--- src/rtl/neighbor_fetch.sv ---
// 8-neighbour fetch engine for a 2-D node grid: looks up all in-bounds
// neighbours in a banked cache and refills misses one at a time from memory.
package neighbor_fetch_pkg;
  typedef logic [31:0] node_mem_t;
endpackage

module neighbor_fetch
  import neighbor_fetch_pkg::*;
#(
  parameter int X_WIDTH    = 5,
  parameter int Y_WIDTH    = 5,
  parameter int ADDR_WIDTH = X_WIDTH + Y_WIDTH,
  parameter int NUM_PORTS  = 8
) (
  input  logic                                 clk,
  input  logic                                 rst,
  input  logic                                 req_valid,
  output logic                                 req_ready,
  input  logic [X_WIDTH-1:0]                   req_x,
  input  logic [Y_WIDTH-1:0]                   req_y,
  output logic [NUM_PORTS-1:0]                 cache_valid,
  output logic [NUM_PORTS-1:0]                 cache_write,
  output logic [NUM_PORTS-1:0][ADDR_WIDTH-1:0] cache_addr,
  output node_mem_t [NUM_PORTS-1:0]            cache_wdata,
  input  logic [NUM_PORTS-1:0]                 cache_hit,
  input  node_mem_t [NUM_PORTS-1:0]            cache_rdata,
  output logic                                 mem_req,
  output logic [ADDR_WIDTH-1:0]                mem_addr,
  input  logic                                 mem_ack,
  input  node_mem_t                            mem_rdata,
  output logic                                 rsp_valid,
  input  logic                                 rsp_ready,
  output logic [NUM_PORTS-1:0]                 rsp_mask,
  output node_mem_t [NUM_PORTS-1:0]            rsp_data,
  output logic [15:0]                          refill_count
);

  localparam int SW = (NUM_PORTS > 1) ? $clog2(NUM_PORTS) : 1;
  localparam int NS = (NUM_PORTS < 8) ? NUM_PORTS : 8;

  // Slot direction tables: bit i set when slot i steps that way.
  localparam logic [7:0] XP = 8'h0E;
  localparam logic [7:0] XM = 8'hE0;
  localparam logic [7:0] YM = 8'h83;
  localparam logic [7:0] YP = 8'h38;

  typedef enum logic [2:0] {
    IDLE,
    LOOKUP,
    WAIT_HIT,
    REFILL_REQ,
    REFILL_WAIT,
    FILL,
    RESP
  } state_t;

  state_t                               state;
  logic [NUM_PORTS-1:0]                 mask;
  logic [NUM_PORTS-1:0][ADDR_WIDTH-1:0] addr;
  logic [NUM_PORTS-1:0]                 miss_vec;
  logic [SW-1:0]                        sel;

  logic [NUM_PORTS-1:0]                 nb_mask;
  logic [NUM_PORTS-1:0][ADDR_WIDTH-1:0] nb_addr;
  logic [X_WIDTH-1:0]                   nx;
  logic [Y_WIDTH-1:0]                   ny;
  logic                                 okx;
  logic                                 oky;

  logic [NUM_PORTS-1:0]                 miss_now;
  logic [NUM_PORTS-1:0]                 sel_hot;
  logic [NUM_PORTS-1:0]                 miss_left;
  logic [SW-1:0]                        first_now;
  logic [SW-1:0]                        first_left;

  function automatic logic [SW-1:0] lowest(input logic [NUM_PORTS-1:0] v);
    logic [SW-1:0] r;
    r = '0;
    for (int i = NUM_PORTS - 1; i >= 0; i--) begin
      if (v[i]) r = SW'(i);
    end
    return r;
  endfunction

  // Neighbour coordinates never wrap; an edge step clears the slot.
  always_comb begin
    nb_mask = '0;
    nb_addr = '0;
    nx      = req_x;
    ny      = req_y;
    okx     = 1'b0;
    oky     = 1'b0;
    for (int i = 0; i < NS; i++) begin
      nx = req_x;
      ny = req_y;
      if (XP[i]) nx = req_x + X_WIDTH'(1);
      if (XM[i]) nx = req_x - X_WIDTH'(1);
      if (YP[i]) ny = req_y + Y_WIDTH'(1);
      if (YM[i]) ny = req_y - Y_WIDTH'(1);
      okx = !(XP[i] && (&req_x)) && !(XM[i] && (req_x == '0));
      oky = !(YP[i] && (&req_y)) && !(YM[i] && (req_y == '0));
      nb_mask[i] = okx && oky;
      nb_addr[i] = ADDR_WIDTH'({ny, nx});
    end
  end

  assign miss_now   = mask & ~cache_hit;
  assign sel_hot    = NUM_PORTS'(1) << sel;
  assign miss_left  = miss_vec & ~sel_hot;
  assign first_now  = lowest(miss_now);
  assign first_left = lowest(miss_left);
  assign cache_addr = addr;

  always_ff @(posedge clk) begin
    if (rst) begin
      state        <= IDLE;
      req_ready    <= 1'b0;
      mask         <= '0;
      addr         <= '0;
      miss_vec     <= '0;
      sel          <= '0;
      cache_valid  <= '0;
      cache_write  <= '0;
      cache_wdata  <= '0;
      mem_req      <= 1'b0;
      mem_addr     <= '0;
      rsp_valid    <= 1'b0;
      rsp_mask     <= '0;
      rsp_data     <= '0;
      refill_count <= '0;
    end else begin
      unique case (state)
        IDLE: begin
          if (!req_ready) begin
            req_ready <= 1'b1;
          end else if (req_valid) begin
            req_ready   <= 1'b0;
            mask        <= nb_mask;
            addr        <= nb_addr;
            cache_valid <= nb_mask;
            cache_write <= '0;
            miss_vec    <= '0;
            rsp_mask    <= '0;
            rsp_data    <= '0;
            state       <= LOOKUP;
          end
        end
        LOOKUP: begin
          cache_valid <= '0;
          state       <= WAIT_HIT;
        end
        WAIT_HIT: begin
          for (int i = 0; i < NUM_PORTS; i++) begin
            if (mask[i] && cache_hit[i]) rsp_data[i] <= cache_rdata[i];
          end
          miss_vec <= miss_now;
          if (miss_now == '0) begin
            rsp_valid <= 1'b1;
            rsp_mask  <= mask;
            state     <= RESP;
          end else begin
            sel      <= first_now;
            mem_addr <= addr[first_now];
            mem_req  <= 1'b1;
            state    <= REFILL_REQ;
          end
        end
        REFILL_REQ, REFILL_WAIT: begin
          if (mem_ack) begin
            mem_req          <= 1'b0;
            rsp_data[sel]    <= mem_rdata;
            cache_valid      <= sel_hot;
            cache_write      <= sel_hot;
            cache_wdata[sel] <= mem_rdata;
            state            <= FILL;
          end else begin
            state <= REFILL_WAIT;
          end
        end
        FILL: begin
          cache_valid <= '0;
          cache_write <= '0;
          cache_wdata <= '0;
          miss_vec    <= miss_left;
          if (refill_count != 16'hFFFF) begin
            refill_count <= refill_count + 16'd1;
          end
          if (miss_left != '0) begin
            sel      <= first_left;
            mem_addr <= addr[first_left];
            mem_req  <= 1'b1;
            state    <= REFILL_REQ;
          end else begin
            rsp_valid <= 1'b1;
            rsp_mask  <= mask;
            state     <= RESP;
          end
        end
        RESP: begin
          if (rsp_ready) begin
            rsp_valid <= 1'b0;
            req_ready <= 1'b1;
            state     <= IDLE;
          end
        end
        default: state <= IDLE;
      endcase
    end
  end

endmodule

--- config.mk ---
export PLATFORM = sky130hd
export DESIGN_NAME = neighbor_fetch
export DESIGN_NICKNAME = d
export VERILOG_FILES = /design/src/rtl/neighbor_fetch.sv
export SDC_FILE = /design/constraint.sdc
export NUM_CORES = 1
export LEC_CHECK = 0
export CORE_AREA = 4 4 366 368
export CTS_CLUSTER_DIAMETER = 200
export DETAILED_ROUTE_END_ITERATION = 10
export DIE_AREA = 0 0 370 372
export GPL_TIMING_DRIVEN = 0
export SYNTH_ARGS = -nofsm -noshare
export SYNTH_HDL_FRONTEND = slang
export SYNTH_SLANG_ARGS = --single-unit
--- constraint.sdc ---
create_clock -name clk -period 5.5 [get_ports clk]
set_clock_uncertainty 0.1 [all_clocks]
set_input_delay 0.55 -clock clk [delete_from_list [all_inputs] [get_ports clk]]
set_output_delay 0.55 -clock clk [all_outputs]
set_load 0.1 [all_outputs]
==> out/results.tsv, run 1 <==
stage	metric	value	unit
floorplan	die area	138000	µm²
placement	DP HPWL	144000	µm
grt	grt ovf	0	
logic_synthesis	Yosys cell types	67	
detailed_routing	Vias	29100	
logic_synthesis	Synth Instances	3099	
timing	Slew headroom	7.45	%
floorplan	row cnt	133	
run_status	status	finished clean	
worst_setup_path	maximum fanout along the worst path	10	
worst_setup_path	CP Capture Type	flop	
worst_setup_path	worst path required time	5.91	ns
clock_network	TritonCTS clock tree	done	
worst_setup_path	startpoint type of the worst setup path	flop	
clock_network	number of H-tree levels	3	
clock_network	Clock transition at path regs	0.06	ns
timing	final hold violation count	0	
grt	initial antenna violation count	61	
clock_network	Post CTS Setup Buffer Count	0	
clock_network	clk root buf	clkbuf_16	
power_and_ir_drop	Max VDD drop	256	µV
logic_synthesis	area leader, netlist	dfxtp_1	
timing	Slew Limit Fails	0	
logic_synthesis	Main synth FF type	dfxtp_1	
worst_setup_path	WP buf/inv	3	
worst_setup_path	crit path DAT	4.46	ns
grt	vias in the first global route	27500	
grt	first-pass GRT wire length	236000	µm
grt	met1 GRT Util	29.4	%
finish	Filler Cell Count	14000	
timing	Max Freq	247	MHz
logic_synthesis	Syn Nets	3419	
worst_hold_path	Hold WC Path Type	input port to flop	
clock_network	hold buffers post-CTS	0	
finish	layout cells sized above 1	6.16	%
floorplan	Die Span Y	372	µm
timing	final setup vio count	0	
detailed_routing	Avg WL per Cell	30.4	µm
detailed_routing	First DRT Iteration DRCs	2806	
timing	hold slack	0.211	ns
clock_network	Resized Gates After CTS	0	
clock_network	cts bufs inserted	77	
worst_setup_path	CP delay by family, top	simple AND/OR/NAND/NOR gates	
worst_setup_path	slowest CP cell	nor2_1	
detailed_routing	DR pass1 iterations	8	
logic_synthesis	Seq/Total Area, Yosys	48.0	%
grt	GRT met2 Usage	41.2	%
finish	Sequential Area	12300	µm²
logic_synthesis	Yosys top cell area share	48.0	%
floorplan	I/O pin count	956	
power_and_ir_drop	pwr dens	446	nW/µm²
logic_synthesis	Synth Area per Inst	8.28	µm²
floorplan	die width	370	µm
grt	largest net degree at the start of global routing	15	
worst_setup_path	slowest cell delay on critical path	1.05	ns
grt	GRT Util Overall	24.8	%
logic_synthesis	fraction of registers with async set/reset	0	%
detailed_routing	Remaining DRCs	0	
timing	post-route setup TNS	0	ns
logic_synthesis	synth warn	0	
logic_synthesis	Synth area leaders	dfxtp_1, a22o_1, nand2_1	
power_and_ir_drop	power consumption	0.0177	W
clock_network	clock tree buffer depth	3	
logic_synthesis	most numerous cell in the Yosys netlist	dfxtp_1	
worst_setup_path	WS Path Type	flop to flop	
placement	gpl congestion	0.921	
grt	most used routing layer	met2	
worst_setup_path	Top cell by count, worst path	nor2_1	
timing	Worst Tran Pin Value	1.38	ns
timing	Final Cycle Share	73.7	%
detailed_routing	post-DR vias/cell	4.90	
job	max_cap viols	0	
finish	NumNets Final	4421	
finish	Layout area overhead	54.5	%
timing	RSZ-0062 raised after global routing	no	
floorplan	Initial Util	19.6	%
floorplan	Core ar.	131000	µm²
clock_network	Skew-Pair Late Insertion Delay	0.67	ns
grt	GR met3 Demand/Resource	8.86	%
placement	number of I/O port buffers	920	
detailed_routing	Post-Route WL	181000	µm
logic_synthesis	commonest cells in the netlist	dfxtp_1, nand2_1, nor2_1	
clock_network	CTS Sinks	615	
logic_synthesis	#FFs+latches synth	615	
timing	min Tclk post-route	4.05	ns
power_and_ir_drop	LEAKAGE	13.4	nW
logic_synthesis	Post-synth EDFFs	0	
worst_setup_path	Critical Path, Cell by Cell	inv_1 -> nand3_1 -> clkbuf_1 -> a21oi_1 -> nor2_1 -> o21ai_1 -> buf_2 -> a22oi_1 -> nor2_1	
detailed_routing	ANT nets after route	0	
logic_synthesis	mapped cell area	25600	µm²
finish	multi-input logic area	11600	µm²
[per-layer routing]
layer | up-vias | share of wire, %
met2 | 1569 | 47
li1 | 12800 | -
met4 | 48 | 4.1
met1 | 14400 | 39
met3 | 301 | 10
met5 | - | 0.18
[final timing paths]
kind                                  start            end  slack, ns  cells after the start
worst min-delay path               req_x[2]  cache_addr[2]       0.21                      3
worst max-delay path               state[0]  rsp_data[141]       1.45                      9
worst min register to register  mem_addr[4]    mem_addr[4]       0.35                      2
worst max register to register     state[0]  rsp_data[141]       1.45                      9
[tightest hold or removal path: stages]
cell and delay, ns:
clkbuf_1 0.20, nand2_1 0.12, a21oi_1 0.06
[through the flow]
step	utilization, %	instance area [µm²]	worst slack, ns	cells
2_1_floorplan	-	25600	2.84	3099
5_1_grt	30.3	39600	1.30	5917
3_5_place_dp	28.4	37100	0.927	5777
4_1_cts	30.2	39600	1.21	5914
3_3_place_gp	28.3	37100	0.973	5774
6_report	30.3	39600	1.45	5937
[registers in the layout, indices dropped and copies added, names as in the netlist, 8 cells and up]
signal / cells
cache_addr: 28
cache_valid: 8
cache_wdata: 256
cache_write: 8
mask: 8
mem_addr: 10
miss_vec: 8
refill_count: 16
rsp_data: 256
rsp_mask: 8
[power by group]
part           switching, W  total [W]  internal (W)  leakage, nW
clock               0.00221    0.00506       0.00286         1.22
sequential         0.000256    0.00499       0.00474         4.96
combinational       0.00583    0.00762       0.00179         7.22
total               0.00830     0.0177       0.00938         13.4
[cell type report]
type                            instances  share of cell area (%)
Timing Repair Buffer                  923                    23.3
Tap cell                             1755                    5.54
Inverter                               17                   0.161
Antenna cell                           23                   0.145
Clock buffer                          104                    5.53
Multi-Input combinational cell       2089                    29.3
Sequential cell                       615                    31.1
Buffer                                378                    4.26
Clock inverter                         33                   0.644
[cells in the final DEF, fill, tap and decap left out, drive strengths merged, types with 4 or more instances in the layout]
cell type      instances
diode                 23
nand3                 14
nor3                  27
clkdlybuf4s50        920
a221oi                 5
nor2                 390
a211oi                21
or2                    6
nand4                  6
nand2b                 8
a32o                   4
a22o                 253
inv                   22
nand2                566
nor2b                 18
xor2                  15
xnor2                  9
clkinv                25
o211ai                10
and2                   6
nor3b                  4
mux2                   7
mux2i                 12
o21ai                 53
clkbuf               350
and3                  17
dfxtp                615
buf                  135
a21oi                309
ha                     9
a22oi                276
[cell families after synthesis]
kind of cell             share of synthesized area [%]
adder cells (fa/ha/maj)                          0.439
AO/OA/AOI/OAI                                     26.2
AND/OR/NAND/NOR                                   17.0
multiplexers                                     0.790
flip-flops                                        48.0
buffers and inverters                             6.82
XOR/XNOR                                         0.820
(Power assumes the default switching activity.)
==> run 2: changes to the inputs <==
--- a/config.mk
+++ b/config.mk
@@ -5,10 +5,10 @@
 export SDC_FILE = /design/constraint.sdc
 export NUM_CORES = 1
 export LEC_CHECK = 0
-export CORE_AREA = 4 4 366 368
+export CORE_AREA = 4 4 367 369
 export CTS_CLUSTER_DIAMETER = 200
 export DETAILED_ROUTE_END_ITERATION = 10
-export DIE_AREA = 0 0 370 372
+export DIE_AREA = 0 0 371 373
 export GPL_TIMING_DRIVEN = 0
 export SYNTH_ARGS = -nofsm -noshare
 export SYNTH_HDL_FRONTEND = slang
==> constraint.sdc (replaced) <==
create_clock -name clk -period 4.2 [get_ports clk]
set_clock_uncertainty 0.1 [all_clocks]
set_input_delay 0.42 -clock clk [delete_from_list [all_inputs] [get_ports clk]]
set_output_delay 0.42 -clock clk [all_outputs]
set_load 0.1 [all_outputs]
==> run 2 against run 1 <==
Compared with the run above: core utilization rose by 0.090 points; die area increased by 0.54%; largest cell class unchanged; highest routed layer unchanged; combinational power increased by 30%; maximum frequency up 1.1%; first-iteration DRC count down 13%.
==> out/results.tsv, run 2 (synthesis gave the netlist of run 1 again) <==
stage	metric	value	unit	change
run_status	status	finished clean		
worst_setup_path	maximum fanout along the worst path	10		unchanged
finish	Filler Cell Count	14100		+1.0%
worst_setup_path	Critical Path, Cell by Cell	inv_1 -> nand3_1 -> clkbuf_1 -> a21oi_1 -> nor2_1 -> o21ai_1 -> buf_2 -> a22oi_1 -> nor2_1		
detailed_routing	DR pass1 iterations	6		-2
clock_network	cts bufs inserted	78		+1.3%
timing	final hold violation count	0		unchanged
worst_hold_path	Hold WC Path Type	input port to flop		
detailed_routing	Post-Route WL	182000	µm	+0.65%
clock_network	clock tree buffer depth	3		unchanged
power_and_ir_drop	pwr dens	592	nW/µm²	+33%
clock_network	TritonCTS clock tree	done		
floorplan	die width	371	µm	+0.27%
timing	final worst slack	0.190	ns	-1.26 ns
clock_network	clk root buf	clkbuf_16		
finish	Layout area overhead	55.3	%	
floorplan	row cnt	133		unchanged
detailed_routing	Vias	28800		-1.1%
timing	Final Cycle Share	95.5	%	+22 points
worst_setup_path	slowest CP cell	nor2_1		
floorplan	I/O pin count	956		unchanged
finish	commonest non-fill, non-tap cell in the layout	clkdlybuf4s50_1		
clock_network	Skew-Pair Late Insertion Delay	0.69	ns	+0.02 ns
grt	grt ovf	0		unchanged
job	max_cap viols	0		unchanged
worst_setup_path	CP delay by family, top	simple AND/OR/NAND/NOR gates		
clock_network	number of H-tree levels	3		unchanged
finish	Sequential Area	12300	µm²	unchanged
finish	layout cells sized above 1	6.17	%	+0.020 points
worst_setup_path	crit path DAT	4.43	ns	-0.03 ns
worst_setup_path	Top cell by count, worst path	nor2_1		
worst_setup_path	slowest cell delay on critical path	0.96	ns	-0.09 ns
grt	largest net degree at the start of global routing	14		-1
floorplan	die area	138000	µm²	+0.54%
timing	final setup vio count	0		unchanged
grt	first-pass GRT wire length	241000	µm	+1.8%
detailed_routing	First DRT Iteration DRCs	2451		-13%
worst_setup_path	WP buf/inv	3		unchanged
worst_setup_path	WS Path Type	flop to flop		
floorplan	Core ar.	131000	µm²	+0.25%
finish	multi-input logic area	11600	µm²	about the same
timing	Slew Limit Fails	0		unchanged
placement	DP HPWL	145000	µm	+0.88%
floorplan	Die Span Y	373	µm	+0.27%
power_and_ir_drop	Max VDD drop	319	µV	+24%
detailed_routing	Avg WL per Cell	30.6	µm	+0.70%
clock_network	Clock transition at path regs	0.06	ns	about the same
detailed_routing	post-DR vias/cell	4.85		-1.0%
placement	gpl congestion	0.910		-1.2%
worst_setup_path	worst path required time	4.62	ns	-1.29 ns
floorplan	Initial Util	19.6	%	-0.050 points
grt	vias in the first global route	27800		+0.81%
timing	RSZ-0062 raised after global routing	no		
clock_network	CTS Sinks	615		unchanged
worst_setup_path	startpoint type of the worst setup path	flop		
finish	most frequent cells in the layout	clkdlybuf4s50_1, dfxtp_1, nand2_1		
placement	worst slack, placed	-0.272	ns	-1.20 ns
placement	number of I/O port buffers	920		unchanged
finish	NumNets Final	4423		+0.045%
timing	Worst Tran Pin Value	1.45	ns	+0.0628 ns
timing	Max Freq	249	MHz	+1.1%
worst_setup_path	CP Capture Type	flop		
power_and_ir_drop	LEAKAGE	13.5	nW	+0.75%
grt	GRT Util Overall	25.0	%	+0.22 points
timing	post-route setup TNS	0	ns	unchanged
grt	initial antenna violation count	51		-16%
timing	min Tclk post-route	4.01	ns	-0.0435 ns
detailed_routing	Remaining DRCs	0		unchanged
detailed_routing	ANT nets after route	0		unchanged
clock_network	Post CTS Setup Buffer Count	0		unchanged
timing	Slew headroom	3.61	%	-3.8 points
[run 2: cell types whose count changed in the layout (fill, tap and decap cells not counted), moves of 2 or more]
cell / delta
bufinv_16: +6
clkbuf_1: +2
clkinv_2: -5
clkinv_4: -2
clkinvlp_4: -2
diode_2: -6
[run 2: final cells by class]
cell class                 instances  area share [%]
clock buffer                     106            5.57
clock inverter                    33            1.10
sequential                       615            30.9
tap                             1755            5.51
multi-input combinational       2089            29.1
antenna                           17           0.107
inverter                          17           0.160
buffer                           378            4.23
timing repair buffer             924            23.3
[run 2: repair_timing]
action,in CTS,in global routing
hold buffers,1,0
endpoints found under the setup margin,1,0
endpoints found under the hold margin,1,0
resized for setup,1,0
[run 2: worst register-to-register path, delay by kind of cell (launching register included)]
| family | cells | cell delay, ns |
|---|---|---|
| AOI/OAI and AO/OA | 3 | 1.09 |
| buffers and inverters | 3 | 1.01 |
| DFF | 1 | 0.40 |
| and+or+nand+nor | 3 | 1.26 |
[run 2: power breakdown]
group / internal [W] / switching, W
logic: 0.00234 / 0.00759
registers: 0.00621 / 0.000343
clock network: 0.00417 / 0.00293
total: 0.0127 / 0.0109
[run 2: worst paths after layout]
check                                  from              to  slack, ns  cells past startpoint
worst max-delay path               state[0]   rsp_data[109]       0.19                      9
worst min-delay path               req_y[2]  cache_addr[27]       0.08                      3
worst max register to register     state[0]   rsp_data[109]       0.19                      9
worst min register to register  mem_addr[3]     mem_addr[3]       0.35                      2
[run 2: through the flow]
stage	total power, W	util [%]	hold WS [ns]	instance area [µm²]	std cells
5_1_grt	0.0243	30.4	0.0654	39800	5918
3_3_place_gp	0.0166	28.3	0.338	37100	5774
2_1_floorplan	0.0130	-	0.392	25600	3099
4_1_cts	0.0237	30.3	0.000260	39800	5917
6_report	0.0236	30.4	0.0813	39800	5934
3_5_place_dp	0.0166	28.3	0.340	37100	5777
[run 2: layer usage]
| layer | global-route usage (%) | share of wire [%] | wire length [µm] | vias up |
|---|---|---|---|---|
| li1 | - | - | - | 12800 |
| met1 | 29.3 | 39 | 71000 | 14200 |
| met2 | 42.3 | 48 | 86500 | 1452 |
| met3 | 9.25 | 9.8 | 17900 | 287 |
| met4 | 7.79 | 3.3 | 6060 | 48 |
| met5 | 0 | 0.17 | 317 | - |
==> run 3: changes to the inputs <==
--- a/config.mk
+++ b/config.mk
@@ -5,11 +5,15 @@
 export SDC_FILE = /design/constraint.sdc
 export NUM_CORES = 1
 export LEC_CHECK = 0
-export CORE_AREA = 4 4 367 369
+export CAP_MARGIN = 5
+export CELL_PAD_IN_SITES_DETAIL_PLACEMENT = 0
+export CELL_PAD_IN_SITES_GLOBAL_PLACEMENT = 2
+export CORE_AREA = 4 4 366 368
 export CTS_CLUSTER_DIAMETER = 200
 export DETAILED_ROUTE_END_ITERATION = 10
-export DIE_AREA = 0 0 371 373
+export DIE_AREA = 0 0 370 372
 export GPL_TIMING_DRIVEN = 0
+export PLACE_DENSITY_LB_ADDON = 0.1
 export SYNTH_ARGS = -nofsm -noshare
 export SYNTH_HDL_FRONTEND = slang
 export SYNTH_SLANG_ARGS = --single-unit
==> run 3 against run 2 <==
Compared with the run above: sequential power about the same; critical path depth increased by 1; first-iteration DRC count decreased by 17%; maximum frequency increased by 1.7%; sequential share of layout area about the same; sequential cell count unchanged; cell area decreased by 0.13%; power increased by 0.43%; hold slack improved by 0.010 ns; via count decreased by 3.4%.
==> out/results.tsv, run 3 (synthesis gave the netlist of run 1 again) <==
stage	metric	value	unit	change
run_status	status	finished clean		
timing	post-route setup TNS	0	ns	unchanged
worst_setup_path	startpoint type of the worst setup path	flop		
finish	Sequential Area	12300	µm²	unchanged
grt	initial antenna violation count	38		-25%
detailed_routing	ANT nets after route	0		unchanged
placement	number of I/O port buffers	920		unchanged
finish	NumNets Final	4429		+0.14%
floorplan	Initial Util	19.6	%	+0.050 points
timing	Final Cycle Share	93.9	%	-1.6 points
detailed_routing	Met2 Wirelength	89600	µm	+3.5%
worst_setup_path	slowest CP cell	nor2_1		
placement	DP HPWL	146000	µm	+0.41%
grt	grt ovf	0		unchanged
detailed_routing	metal3 WL	16200	µm	-9.4%
floorplan	die width	370	µm	-0.27%
detailed_routing	Post-Route WL	185000	µm	+1.9%
timing	final hold violation count	0		unchanged
grt	largest net degree at the start of global routing	13		-1
detailed_routing	First DRT Iteration DRCs	2040		-17%
detailed_routing	Vias	27800		-3.4%
clock_network	cts bufs inserted	81		+3.8%
worst_setup_path	maximum fanout along the worst path	10		unchanged
clock_network	CTS Sinks	615		unchanged
timing	final setup vio count	0		unchanged
worst_hold_path	Hold WC Path Type	input port to flop		
placement	DP Area	37100	µm²	about the same
detailed_routing	post-DR vias/cell	4.68		-3.5%
timing	min Tclk post-route	3.94	ns	-0.0667 ns
power_and_ir_drop	Max VDD drop	317	µV	-0.62%
power_and_ir_drop	LEAKAGE	13.5	nW	-0.20%
clock_network	Post CTS Setup Buffer Count	0		unchanged
clock_network	Skew-Pair Late Insertion Delay	0.66	ns	-0.03 ns
clock_network	number of H-tree levels	3		unchanged
worst_setup_path	slowest cell delay on critical path	1.11	ns	+0.15 ns
finish	most frequent cells in the layout	clkdlybuf4s50_1, dfxtp_1, nand2_1		
floorplan	Core ar.	131000	µm²	-0.25%
worst_setup_path	CP Capture Type	flop		
placement	gpl congestion	0.856		-5.9%
worst_setup_path	WS Path Type	flop to flop		
timing	Slew Limit Fails	0		unchanged
job	max_cap viols	0		unchanged
power_and_ir_drop	pwr dens	595	nW/µm²	+0.56%
timing	RSZ-0062 raised after global routing	no		
worst_setup_path	Top cell by count, worst path	nand2_1		
timing	Max Freq	254	MHz	+1.7%
worst_setup_path	Critical Path, Cell by Cell	buf_2 -> nor2_1 -> nand2_1 -> o21a_1 -> buf_2 -> nor2_1 -> nand2_1 -> clkbuf_1 -> nand2_1 -> a21oi_1		
detailed_routing	DR top layer	met5		
finish	Final Instance Area	39800	µm²	-0.13%
worst_setup_path	worst path required time	4.62	ns	about the same
clock_network	clk root buf	clkbuf_16		
timing	Slew headroom	3.36	%	-0.25 points
floorplan	row cnt	133		unchanged
grt	first-pass GRT wire length	246000	µm	+2.3%
clock_network	clock tree buffer depth	3		unchanged
detailed_routing	DR pass1 iterations	6		unchanged
clock_network	TritonCTS clock tree	done		
floorplan	die area	138000	µm²	-0.54%
grt	vias in the first global route	27500		-0.95%
floorplan	Die Span Y	372	µm	-0.27%
worst_setup_path	CP delay by family, top	simple AND/OR/NAND/NOR gates		
worst_setup_path	WP buf/inv	3		unchanged
grt	GRT Util Overall	25.7	%	+0.63 points
finish	Layout area overhead	55.1	%	
finish	Filler Cell Count	14300		+1.1%
timing	Worst Tran Pin Value	1.44	ns	-0.00159 ns
detailed_routing	Avg WL per Cell	31.2	µm	+1.8%
detailed_routing	Remaining DRCs	0		unchanged
finish	commonest non-fill, non-tap cell in the layout	clkdlybuf4s50_1		
clock_network	Clock transition at path regs	0.06	ns	about the same
finish	multi-input logic area	11600	µm²	-0.12%
floorplan	I/O pin count	956		unchanged
finish	layout cells sized above 1	5.93	%	-0.25 points
detailed_routing	Metal-1 WL	74900	µm	+5.6%
worst_setup_path	crit path DAT	4.37	ns	-0.06 ns
run 3: cell count changes in the layout (fill, tap and decap cells not counted), sizes merged:
cell,previous run,this run
inv,24,22
clkinvlp,0,1
bufinv,7,2
clkinv,19,11
clkbuf,352,368
buf,135,139
clkdlybuf4s50,920,919
diode,17,19
run 3: metal layers:
layer	vias to the layer above	track usage, %
met1	13800	30.7
li1	12800	-
met2	1036	44.0
met4	16	6.58
met3	183	8.73
met5	-	0
run 3: layout make-up:
type / instances / share of cell area (%)
buffer: 378 / 4.24
timing repair buffer: 927 / 23.4
clock inverter: 19 / 0.588
inverter: 17 / 0.160
sequential: 615 / 30.9
multi-input combinational: 2089 / 29.1
antenna: 19 / 0.119
clock buffer: 122 / 5.89
tap: 1755 / 5.52
run 3: metrics by stage:
stage / setup WS (ns) / hold WS [ns] / util [%] / total power [W] / instances
after global routing: 0.120 / 0.0901 / 30.4 / 0.0246 / 5934
after detailed placement: 0.0270 / 0.342 / 28.4 / 0.0168 / 5778
final: 0.256 / 0.0917 / 30.4 / 0.0237 / 5941
after floorplan: 1.54 / 0.392 / - / 0.0130 / 3099
after global placement: 0.0233 / 0.336 / 28.3 / 0.0169 / 5774
after CTS: 0.320 / 0.0349 / 30.4 / 0.0240 / 5920
run 3: final timing paths:
path | start | end | slack [ns] | cells past startpoint
setup / recovery | state[1] | cache_wdata[83] | 0.26 | 10
hold / removal | req_x[2] | cache_addr[2] | 0.09 | 3
setup reg to reg | state[1] | cache_wdata[83] | 0.26 | 10
hold reg to reg | mem_addr[4] | mem_addr[4] | 0.35 | 2
run 3: repair_timing:
action,4_1_cts,5_1_grt
hold buffers,1,0
gates resized for setup,0,0
endpoints found under the hold margin,1,0
run 3: where the power goes:
group | switching (W) | internal [W] | total (W)
clock | 0.00300 | 0.00400 | 0.00700
sequential | 0.000346 | 0.00621 | 0.00655
combinational | 0.00778 | 0.00234 | 0.0101
run 3: worst register-to-register path, delay by kind of cell, from the launching register on:
family,cells,cell delay (ns)
buffers and inverters,3,0.83
flip-flops,1,0.30
AND/OR/NAND/NOR,5,2.33
AO/OA/AOI/OAI,2,0.23
